$ cat src/rtl/counter_cmd_seq.sv
// Command sequencer driving the control pins of a 16-bit up/down counter.
// Optional `CMD_SEQ_ABORT_EN adds an abort input that cuts a count run short.
module counter_cmd_seq #(
  parameter int WIDTH = 16,
  parameter int LEN_W = 8
) (
  input  logic             clk,
  input  logic             rst_,
  input  logic             cmd_valid,
  output logic             cmd_ready,
  input  logic [1:0]       cmd_op,
  input  logic [WIDTH-1:0] cmd_arg,
`ifdef CMD_SEQ_ABORT_EN
  input  logic             abort,
`endif
  output logic [WIDTH-1:0] data_in,
  output logic             ld_cnt,
  output logic             updn_cnt,
  output logic             count_enb,
  output logic             busy,
  output logic             done
);

  localparam logic [1:0] OP_NOP  = 2'b00;
  localparam logic [1:0] OP_LOAD = 2'b01;
  localparam logic [1:0] OP_UP   = 2'b10;
  localparam logic [1:0] OP_DN   = 2'b11;

  typedef enum logic [1:0] {S_IDLE, S_LOAD, S_RUN} state_t;

  typedef struct packed {
    logic [WIDTH-1:0] data;
    logic             ld;
    logic             updn;
    logic             enb;
    logic             busy;
    logic             done;
  } ctl_t;

  state_t           state_q, state_d;
  logic [LEN_W-1:0] run_q, run_d;
  ctl_t             ctl_q, ctl_d;
  logic [LEN_W-1:0] cmd_len;
  logic             abort_hit;

`ifdef CMD_SEQ_ABORT_EN
  assign abort_hit = abort;
`else
  assign abort_hit = 1'b0;
`endif

  assign cmd_len   = cmd_arg[LEN_W-1:0];
  assign cmd_ready = (state_q == S_IDLE);

  always_comb begin
    state_d      = state_q;
    run_d        = run_q;
    ctl_d        = '0;
    ctl_d.ld     = 1'b1;
    ctl_d.updn   = 1'b1;
    case (state_q)
      S_IDLE: begin
        if (cmd_valid) begin
          case (cmd_op)
            OP_LOAD: begin
              state_d    = S_LOAD;
              ctl_d.ld   = 1'b0;
              ctl_d.data = cmd_arg;
            end
            OP_UP, OP_DN: begin
              // zero-length runs retire immediately like a NOP
              if (cmd_len != '0) begin
                state_d    = S_RUN;
                run_d      = cmd_len - LEN_W'(1);
                ctl_d.enb  = 1'b1;
                ctl_d.updn = (cmd_op == OP_UP);
              end else begin
                ctl_d.done = 1'b1;
              end
            end
            OP_NOP:  ctl_d.done = 1'b1;
            default: ctl_d.done = 1'b1;
          endcase
        end
      end
      S_LOAD: begin
        state_d    = S_IDLE;
        ctl_d.done = 1'b1;
      end
      S_RUN: begin
        if (abort_hit || run_q == '0) begin
          state_d    = S_IDLE;
          ctl_d.done = 1'b1;
        end else begin
          run_d      = run_q - LEN_W'(1);
          ctl_d.enb  = 1'b1;
          ctl_d.updn = ctl_q.updn;
        end
      end
      default: state_d = S_IDLE;
    endcase
    ctl_d.busy = (state_d != S_IDLE);
  end

  always_ff @(posedge clk) begin
    if (rst_) begin
      state_q    <= S_IDLE;
      run_q      <= '0;
      ctl_q      <= '0;
      ctl_q.ld   <= 1'b1;
      ctl_q.updn <= 1'b1;
    end else begin
      state_q <= state_d;
      run_q   <= run_d;
      ctl_q   <= ctl_d;
    end
  end

  assign data_in   = ctl_q.data;
  assign ld_cnt    = ctl_q.ld;
  assign updn_cnt  = ctl_q.updn;
  assign count_enb = ctl_q.enb;
  assign busy      = ctl_q.busy;
  assign done      = ctl_q.done;

endmodule

$ cat config.mk
export PLATFORM = sky130hd
export DESIGN_NAME = counter_cmd_seq
export DESIGN_NICKNAME = d
export VERILOG_FILES = /design/src/rtl/counter_cmd_seq.sv
export SDC_FILE = /design/constraint.sdc
export NUM_CORES = 1
export LEC_CHECK = 0
export ABC_AREA = 1
export BUFFER_PORTS_ARGS = -buffer_cell sky130_fd_sc_hd__buf_2
export CORE_ASPECT_RATIO = 2
export CORE_UTILIZATION = 32
export CTS_BUF_LIST = sky130_fd_sc_hd__clkbuf_4
export CTS_CLUSTER_DIAMETER = 60
export DETAILED_ROUTE_END_ITERATION = 12
export SLEW_MARGIN = 20
export SYNTH_ARGS = -nofsm -noshare
export SYNTH_HDL_FRONTEND = slang
export SYNTH_SLANG_ARGS = --single-unit
$ cat constraint.sdc
create_clock -name clk -period 4.1 [get_ports clk]
set_clock_uncertainty 0.1 [all_clocks]
set_input_delay 0.205 -clock clk [delete_from_list [all_inputs] [get_ports clk]]
set_output_delay 0.205 -clock clk [all_outputs]
set_load 0.05 [all_outputs]
### Yosys cells after proc, flatten, opt, wreduce, memory -nomap -nowiden

Index checks and enable logic that the tools add are counted.

* add/subtract/negate cells: 2
* eq/ne operators: 10
* mux-type cells: 21
* bitwise gates (word level): 3
* reductions and logical operators: 10

Operators with widths (number)
* $mux 8: 4
* $pmux 8 s2: 1
* $sub 8x1->8 const B: 2
* $mux 2: 7
* $pmux 2 s2: 3
* $logic_not 8->1: 1
* $reduce_bool 8->1: 1
* $eq 2x2->1 const B: 3
* $ne 2x2->1 const B: 3
* $reduce_and 5->1: 1
* $eq 2x1->1 const B: 2
* $logic_not 2->1: 2
* $mux 1: 4
* $ne 2x1->1 const B: 2
* $reduce_bool 2->1: 2
* $reduce_or 4->1: 1
* $not 1->1: 3
* $pmux 1 s3: 1
* $reduce_or 3->1: 1
* $pmux 1 s2: 1
* $reduce_or 2->1: 1

* bits in registers: 31
* input port bits: 21
* output and inout port bits: 22
* word-level logic and storage cells: 54

### Longest topological paths before layout

Gate-level depths: netlist (run 1).

* depth in word-level cells: 6
* depth in mapped cells: 11
* gate-level depth less buffers: 11

### Worst setup path after synthesis (run 1)

No wires, ideal clock.

* path type: register to register
* from: register state_q[1]
* to: register run_q[6]
* setup time: 109 ps
* data arrival time: 1280 ps
* data required time: 3891 ps
* setup slack: 2611 ps
* stages on the path, launching flop included: 12
* buffers on the path: 1
* clock period less this slack: 1489 ps
* cells stage by stage: dfxtp_1 > buf_6 > inv_2 > nor2_2 > nand2_2 > nand2_2 > ha_1 > nand3_1 > nand2_1 > nand3_1 > nand2_1 > inv_1

* cells in the longest elaborated chain, start to end: 3
* elaborated cells on any way between the ends: 9
* classes of those cells: eq/ne (5); mux (1); reduce/logical (3)

Ends and longest elaborated chain
* start: declaration: RTL line 40 `state_t state_q, state_d;`
* start signal: assignment: RTL line 113 `state_q <= state_d;`
* $eq 2x2->1 or $logic_not 2->1 (tied branches): RTL line 61 `case (state_q)`
* $ne 2x2->1 (no source line) (tied with other cells)
* $reduce_and 5->1 (no source line)
* end signal: assignment: RTL line 114 `run_q <= run_d;`
* end: declaration: RTL line 41 `logic [LEN_W-1:0] run_q, run_d;`

Several ways; a longest one is shown, not always the timed one.
A chain may end at the register's enable or synchronous reset.

### Worst setup path in the final report (run 1)

* from: register state_q[1]
* to: register ctl_q, in the netlist updn_cnt

* cells in the longest elaborated chain, start to end: 2
* elaborated cells on any way between the ends: 4
* classes of those cells: eq/ne (2); mux (1); reduce/logical (1)

Ends and longest elaborated chain
* $eq 2x2->1 or $logic_not 2->1 (tied branches): RTL line 61
* $pmux 2 s2 or $ne 2x2->1 (tied branches)
* end signal: assignment: RTL line 115 `ctl_q <= ctl_d;`
* end: declaration: RTL line 42 `ctl_t ctl_q, ctl_d;`

Several ways; a longest one is shown, not always the timed one.

==> results of run 1 <==
area by class of cell:
class / instances / area, um^2 / share of cell area, %
flip-flops and latches: 31 / 621 / 34.4
multi-input cells: 126 / 602 / 33.4
repair buffers: 52 / 310 / 17.2
inverters: 39 / 146 / 8.12
well taps: 52 / 65.1 / 3.61
clock buffers: 7 / 52.6 / 2.92
clock inverters: 1 / 5.00 / 0.278
state kept, by name (all words and copies together) (netlist names):
register / cells
data_in: 16
run_q: 8
state_q: 2
busy: 1
count_enb: 1
done: 1
ld_cnt: 1
updn_cnt: 1
worst max path at each step:
stage / cells after the start / start / endpoint
6_report: 7 / state_q[1] / updn_cnt
5_1_grt: 7 / state_q[1] / updn_cnt
4_1_cts: 7 / state_q[1] / updn_cnt
3_5_place_dp: 7 / state_q[1] / updn_cnt
3_3_place_gp: 7 / state_q[1] / updn_cnt
2_1_floorplan: 11 / state_q[1] / run_q[6]
logic make-up (layout without fill, tap and decap cells):
group / count (synthesis) / in the layout / share of synthesized area [%]
and+or+nand+nor: 110 / 110 / 35.8
buffers and inverters: 43 / 99 / 12.9
DFF: 31 / 31 / 44.2
AOI/OAI and AO/OA: 14 / 14 / 5.53
adders and majority gates: 1 / 1 / 0.891
xor gates and xnor gates: 1 / 1 / 0.624
worst max-delay path, cell delays in order (launching register included):
cell and delay (ps):
dfxtp_1 540, inv_2 100, nor2_2 190, o21ai_2 110, nand2_1 300, nand2_1 200
inv_1 120, o211ai_1 80
metrics by stage:
step / instance area (um^2) / utilization, %
floorplan: 1400 / -
global placement: 1640 / 39.8
detailed placement: 1640 / 39.8
CTS: 1800 / 43.6
global route: 1800 / 43.6
finish: 1800 / 43.6
power groups by stage:
stage | logic (mW) | registers, mW | clock network (mW)
final | 0.169 | 0.332 | 0.184
after global routing | 0.191 | 0.334 | 0.206
after detailed placement | 0.162 | 0.339 | 0
after CTS | 0.170 | 0.332 | 0.193
after global placement | 0.162 | 0.339 | 0
after floorplan | 0.108 | 0.357 | 0
cell usage in the layout, fill, tap and decap left out, drive strengths merged:
cell type and count:
nand4 2, and2 1, a31oi 1, o21ai 9, xnor2 1, dlygate4sd3 10, buf 42, nand2 50
ha 1, inv 38, nand3 17, nor2 39, nand3b 1, clkinv 2, a21oi 3, o211ai 1
clkbuf 7, dfxtp 31
timing repair:
| action | CTS | global route |
|---|---|---|
| endpoints found under the setup margin | 0 | 0 |
| endpoints found under the hold margin | 10 | 0 |
| hold buffers | 10 | 0 |
layer usage:
metal / vias to the layer above / GRT usage [%] / wire length (um)
met2: 50 / 28.6 / 1610
met4: 0 / 10.8 / 134
li1: 710 / - / -
met1: 572 / 13.8 / 1220
met5: - / 0 / 0
met3: 12 / 3.51 / 169
==> qor.csv, run 1 <==
stage,metric,value,unit
die,ios,43,
pwr,peakVddDrop,0.000181,V
clocking,cts_tree,built,
synthesis,synthDistinctLibCells,26,
timing,timing.fmax,547,MHz
finish,fillers,431,
worst_setup_path,crit_path_start_kind,flop,
die,fp-row-count,33,
worst_setup_path,worstPathArrival,1960,ps
synthesis,synthCells,200,
min_path,whs_endpoint,data_in[6],
synthesis,ys_warn_count,0,
min_path,min_from,cmd_arg[6],
pwr,p_sw_share,33.2,%
timing,fin_ws,2270,ps
pwr,clockPowerShare,26.9,%
die,fp.dieH,95.7,um
global_route,antenna_found_initial,0,
drt,drc_errors,0,
min_path,whs_path_depth,3,
die,coreArea,0.00413,mm^2
drt,ant_nets,0,
synthesis,synth_most_common_cell,nand2_1,
timing,finalCriticalPeriod,1830,ps
clocking,clk_latency,340,ps
global_route,grt_pass1_wl,5.28,mm
placement,portBuffers,42,
global_route,grt_pass1_vias,1317,
pwr,p_leak,1.01,nW
synthesis,syn_area_per_cell,7.02,um^2
finish,syn_to_final_growth,28.3,%
timing,slew_headroom,71.5,%
placement,routabilityCongestion,0.885,
finish,final_cells,308,
outcome,status,completed,
synthesis,syn-cell-area,0.00140,mm^2
synthesis,synth_fp_nets,222,
synthesis,yosysTopAreaCell,dfxtp_1,
min_path,hp-class,in2reg,
placement,hpwl,2.32,mm
clocking,clock_sinks,31,
worst_setup_path,r2r_slack,2270,ps
drt,via_count,1344,
timing,fin_crit_sh,44.6,%
synthesis,async_flop_share,0,%
drt,routed_wirelength,3.13,mm
worst_setup_path,endpoint_kind,flop,
worst_setup_path,reg2regPathDepth,7,
drt,drt-initial-drc-count,15,
drt,wire_per_inst,10.2,um
synthesis,yosysSeqAreaShare,44.2,%
clocking,cts_resized,0,
worst_setup_path,worst-endpoint-required,4230,ps
drt,detail_route.first_pass.iterations,4,
placement,post-place-ws,2260,ps
worst_setup_path,path_max_fanout,11,
finish,antenna_cells,0,
synthesis,synth_seq_cells,31,
finish,drive_gt1_share,28.1,%
pwr,p_per_area,380,mW/mm^2
clocking,clk_pin_slew,100,ps
synthesis,ys.flop_type,dfxtp_1,
pwr,combPwrFrac,24.6,%
placement,post-place-cells,290,
clocking,cts_max_level,2,
global_route,gr-usage-all-layers,15.1,%
clocking,cts_buffers,5,
die,fp.dieW,48.8,um
clocking,clock_path_buffers,2,
die,start_util,34.0,%
clocking,cts_setup_buffers,0,
pwr,intPower,0.457,mW
synthesis,synthTopCellsByArea,"dfxtp_1 (44%), nand2_1 (11%), nor2_1 (9.4%)",
timing,tightestPinTransition,427,ps
timing,worst_hold_slack,12.4,ps
drt,viasPerCell,4.36,
die,design.die.area,0.00467,mm^2
timing,setup_violations,0,
synthesis,yosysTopAreaCellShare,44.2,%
timing,setup_tns,0,ps
flow_run,maxCapViolCount,0,
finish,nets,277,
timing,slew_violations,0,
global_route,overflow,0,
synthesis,synth_commonest_cells,"nand2_1 (40), nor2_1 (35), inv_1 (34), dfxtp_1 (31), nand3_1 (15)",
worst_setup_path,critPathKind,reg2reg,
pwr,p_sw,0.228,mW
pwr,total_power,0.685,mW
timing,finalHoldViolCount,0,
synthesis,synth-edff-count,0,
worst_setup_path,rr_endpoint,updn_cnt,
worst_setup_path,rr_startpoint,state_q[1],
clocking,cts-root-buf,clkbuf_4,
global_route,grt_max_degree,20,
timing,rsz0062_at_grt,false,
pwr,p_seq_share,48.4,%
(Power assumes the default switching activity.)
==> run 2, diff against run 1 <==
--- a/config.mk
+++ b/config.mk
@@ -5,7 +5,7 @@
 export SDC_FILE = /design/constraint.sdc
 export NUM_CORES = 1
 export LEC_CHECK = 0
-export ABC_AREA = 1
+export ABC_AREA = 0
 export BUFFER_PORTS_ARGS = -buffer_cell sky130_fd_sc_hd__buf_2
 export CORE_ASPECT_RATIO = 2
 export CORE_UTILIZATION = 32
==> constraint.sdc (replaced) <==
create_clock -name clk -period 1.65 [get_ports clk]
set_clock_uncertainty 0.1 [all_clocks]
set_input_delay 0.0825 -clock clk [delete_from_list [all_inputs] [get_ports clk]]
set_output_delay 0.0825 -clock clk [all_outputs]
set_load 0.05 [all_outputs]
==> qor.csv, run 2 <==
stage,metric,value,unit,change
synthesis,synth_fp_nets,170,,was 222
synthesis,syn_area_per_cell,8.99,um^2,was 7.02 um^2
global_route,grt_pass1_vias,1432,,was 1317
die,fp.dieW,47.6,um,was 48.8 um
finish,nets,257,,was 277
die,fp-row-count,32,,was 33
clocking,clock_path_buffers,2,,unchanged
finish,syn_to_final_growth,55.7,%,was 28.3%
clocking,cts_buffers,5,,unchanged
synthesis,yosysSeqAreaShare,46.7,%,was 44.2%
global_route,gr-usage-all-layers,19.7,%,was 15.1%
clocking,cts_max_level,2,,unchanged
placement,post-place-ws,-305,ps,was 2260 ps
synthesis,ys_warn_count,0,,unchanged
global_route,antenna_found_initial,0,,unchanged
clocking,cts_tree,built,,unchanged
min_path,whs_endpoint,data_in[4],,was data_in[6]
die,coreArea,0.00392,mm^2,was 0.00413 mm^2
outcome,violations,negative setup slack,,
synthesis,synth_seq_cells,31,,unchanged
synthesis,synthCells,148,,was 200
timing,fin_crit_sh,119,%,was 44.6%
worst_setup_path,worst-endpoint-required,1780,ps,was 4230 ps
worst_setup_path,reg2regPathDepth,6,,was 7
flow_run,maxCapViolCount,0,,unchanged
timing,rsz0062_at_grt,true,,was false
worst_setup_path,rr_startpoint,run_q[0],,was state_q[1]
clocking,clk_pin_slew,100,ps,about the same
timing,finalCriticalPeriod,1970,ps,was 1830 ps
synthesis,yosysTopAreaCell,dfxtp_1,,unchanged
worst_setup_path,endpoint_kind,flop,,unchanged
global_route,grt_pass1_wl,6.15,mm,was 5.28 mm
min_path,hp-class,in2reg,,unchanged
die,fp.dieH,93.2,um,was 95.7 um
timing,slew_headroom,69.2,%,was 71.5%
synthesis,ys.flop_type,dfxtp_1,,unchanged
timing,slew_violations,0,,unchanged
finish,largest_reg_flops,16,,unchanged
placement,placedInstanceArea,0.00184,mm^2,was 0.00164 mm^2
drt,detail_route.first_pass.iterations,4,,unchanged
global_route,grt_max_degree,17,,was 20
worst_setup_path,rr_endpoint,run_q[6],,was updn_cnt
min_path,min_from,cmd_arg[4],,was cmd_arg[6]
timing,finalHoldViolCount,0,,unchanged
outcome,status,"complete, but fails checks",,was completed
worst_setup_path,critPathMaxStageDelay,540,ps,about the same
placement,hpwl,2.99,mm,was 2.32 mm
global_route,overflow,0,,unchanged
timing,fin_ws,-316,ps,was 2270 ps
worst_setup_path,critPathKind,reg2reg,,unchanged
pwr,p_leak,0.923,nW,was 1.01 nW
finish,final_cell_mix,"buf_2 (42), buf_4 (30), dfxtp_1 (29), and2_1 (15)",,"was buf_2 (42), nand2_1 (40), nor2_1 (35), inv_1 (34), dfxtp_1 (31)"
drt,viasPerCell,4.94,,was 4.36
clocking,clock_sinks,31,,unchanged
drt,drc_errors,0,,unchanged
worst_setup_path,worstPathArrival,2090,ps,was 1960 ps
worst_setup_path,path_max_fanout,7,,was 11
timing,timing.fmax,509,MHz,was 547 MHz
min_path,whs_path_depth,3,,unchanged
worst_setup_path,path_cells,or4_4 > nor4b_4 > buf_4 > o22a_4 > nor2_4 > a32o_1,,was inv_2 > nor2_2 > o21ai_2 > nand2_1 > nand2_1 > inv_1 > o211ai_1
worst_setup_path,r2r_slack,-320,ps,was 2270 ps
synthesis,synth_commonest_cells,"dfxtp_1 (31), and2_1 (15), nor2_1 (15), nand2_1 (11), a21oi_1 (9)",,"was nand2_1 (40), nor2_1 (35), inv_1 (34), dfxtp_1 (31), nand3_1 (15)"
finish,final_util,52.8,%,was 43.6%
finish,antenna_cells,0,,unchanged
die,ios,43,,unchanged
synthesis,async_flop_share,0,%,unchanged
worst_setup_path,crit_slowest_cell,or4_4,,was dfxtp_1
timing,worst_hold_slack,6.55,ps,was 12.4 ps
clocking,cts-root-buf,clkbuf_4,,unchanged
synthesis,yosysTopAreaCellShare,46.7,%,was 44.2%
worst_setup_path,crit_path_start_kind,flop,,unchanged
finish,layout_commonest_cell,buf_2,,unchanged
pwr,p_per_area,869,mW/mm^2,was 380 mW/mm^2
drt,ant_nets,0,,unchanged
synthesis,synth_most_common_cell,dfxtp_1,,was nand2_1
clocking,clk_latency,330,ps,was 340 ps
placement,routabilityCongestion,0.862,,was 0.885
synthesis,synthTopCellsByArea,"dfxtp_1 (47%), and2_1 (7.1%), nor2_1 (4.2%)",,"was dfxtp_1 (44%), nand2_1 (11%), nor2_1 (9.4%)"
finish,fin_area,0.00207,mm^2,was 0.00180 mm^2
drt,drt-initial-drc-count,26,,was 15
finish,drive_gt1_share,41.1,%,was 28.1%
pwr,peakVddDrop,0.000515,V,was 0.000181 V
timing,setup_violations,13,,was 0
placement,portBuffers,42,,unchanged
die,start_util,33.9,%,was 34.0%
timing,tightestPinTransition,450,ps,was 427 ps
drt,routed_wirelength,4.01,mm,was 3.13 mm
drt,wire_per_inst,14.0,um,was 10.2 um
synthesis,synthDistinctLibCells,39,,was 26
synthesis,synth-edff-count,0,,unchanged
synthesis,syn-cell-area,0.00133,mm^2,was 0.00140 mm^2
drt,via_count,1419,,was 1344
die,design.die.area,0.00443,mm^2,was 0.00467 mm^2
==> run 2: changes by cell type after synthesis, moves of 3 or more <==
cell and change:
nand2_1 -29, mux2i_1 +3, and2_1 +15, a21oi_1 +6, o211ai_1 +3, inv_1 -29
clkbuf_1 +5, nand3_1 -11, nor2_1 -20, inv_2 -4, nor3_1 +5, nand2_2 -9
or4_1 +3
==> run 2: cell type report <==
| type | count | area, um^2 |
|---|---|---|
| clock inverter | 2 | 7.51 |
| fill | 402 | 1850 |
| inverter | 5 | 21.3 |
| tap | 51 | 63.8 |
| sequential | 31 | 626 |
| multi-input combinational | 106 | 731 |
| timing repair buffer | 86 | 577 |
| clock buffer | 6 | 45.0 |
==> run 2: per-layer routing <==
layer	track usage (%)	vias up	share of wire [%]
met5	0	-	0
met4	9.49	0	3.6
met3	4.25	10	4.2
met2	37.4	48	57
met1	17.4	661	35
li1	-	700	-
==> run 2: worst max-delay path by stage <==
| stage | endpoint | cells past startpoint | slack (ps) | startpoint |
|---|---|---|---|---|
| after floorplan | run_q[6] | 12 | -370 | state_q[1] |
| after global placement | run_q[4] | 6 | -240 | run_q[0] |
| after detailed placement | run_q[4] | 6 | -300 | run_q[0] |
| after CTS | run_q[2] | 6 | -280 | run_q[0] |
| after global routing | run_q[6] | 6 | -370 | run_q[0] |
| final | run_q[6] | 6 | -320 | run_q[0] |
==> run 2: critical path, delay by kind of cell (launching register included) <==
kind / cells / cell delay (ps)
AND/OR/NAND/NOR: 3 / 880
AO/OA/AOI/OAI: 2 / 390
flip-flops: 1 / 330
buffers and inverters: 1 / 170
==> run 2: metrics by stage <==
stage	power, mW	std cells	setup TNS [ps]
final	1.80	287	-3000
after global routing	1.89	287	-3960
after CTS	1.79	286	-2600
after detailed placement	1.31	263	-2710
after global placement	1.30	263	-2250
after floorplan	1.13	148	-2290
==> run 2: kinds of logic after synthesis <==
| kind of cell | Yosys count | synth area share (%) |
|---|---|---|
| buf+inv | 11 | 3.10 |
| mux | 3 | 2.26 |
| simple gates | 67 | 28.5 |
| compound gates | 33 | 17.2 |
| fa+ha+maj | 1 | 0.941 |
| xor+xnor | 2 | 1.32 |
| flops | 31 | 46.7 |
==> run 2: what timing repair did <==
action	CTS	global route
setup buffers	2	1
setup endpoints to repair	13	13
pin swaps	5	3
hold buffers	13	0
hold endpoints to repair	13	0
resized for setup	4	1
==> run 2: report_power, final <==
group          switching (mW)  total, mW  internal [mW]
combinational           0.299      0.567          0.268
clock                   0.255      0.429          0.174
sequential             0.0197      0.803          0.784
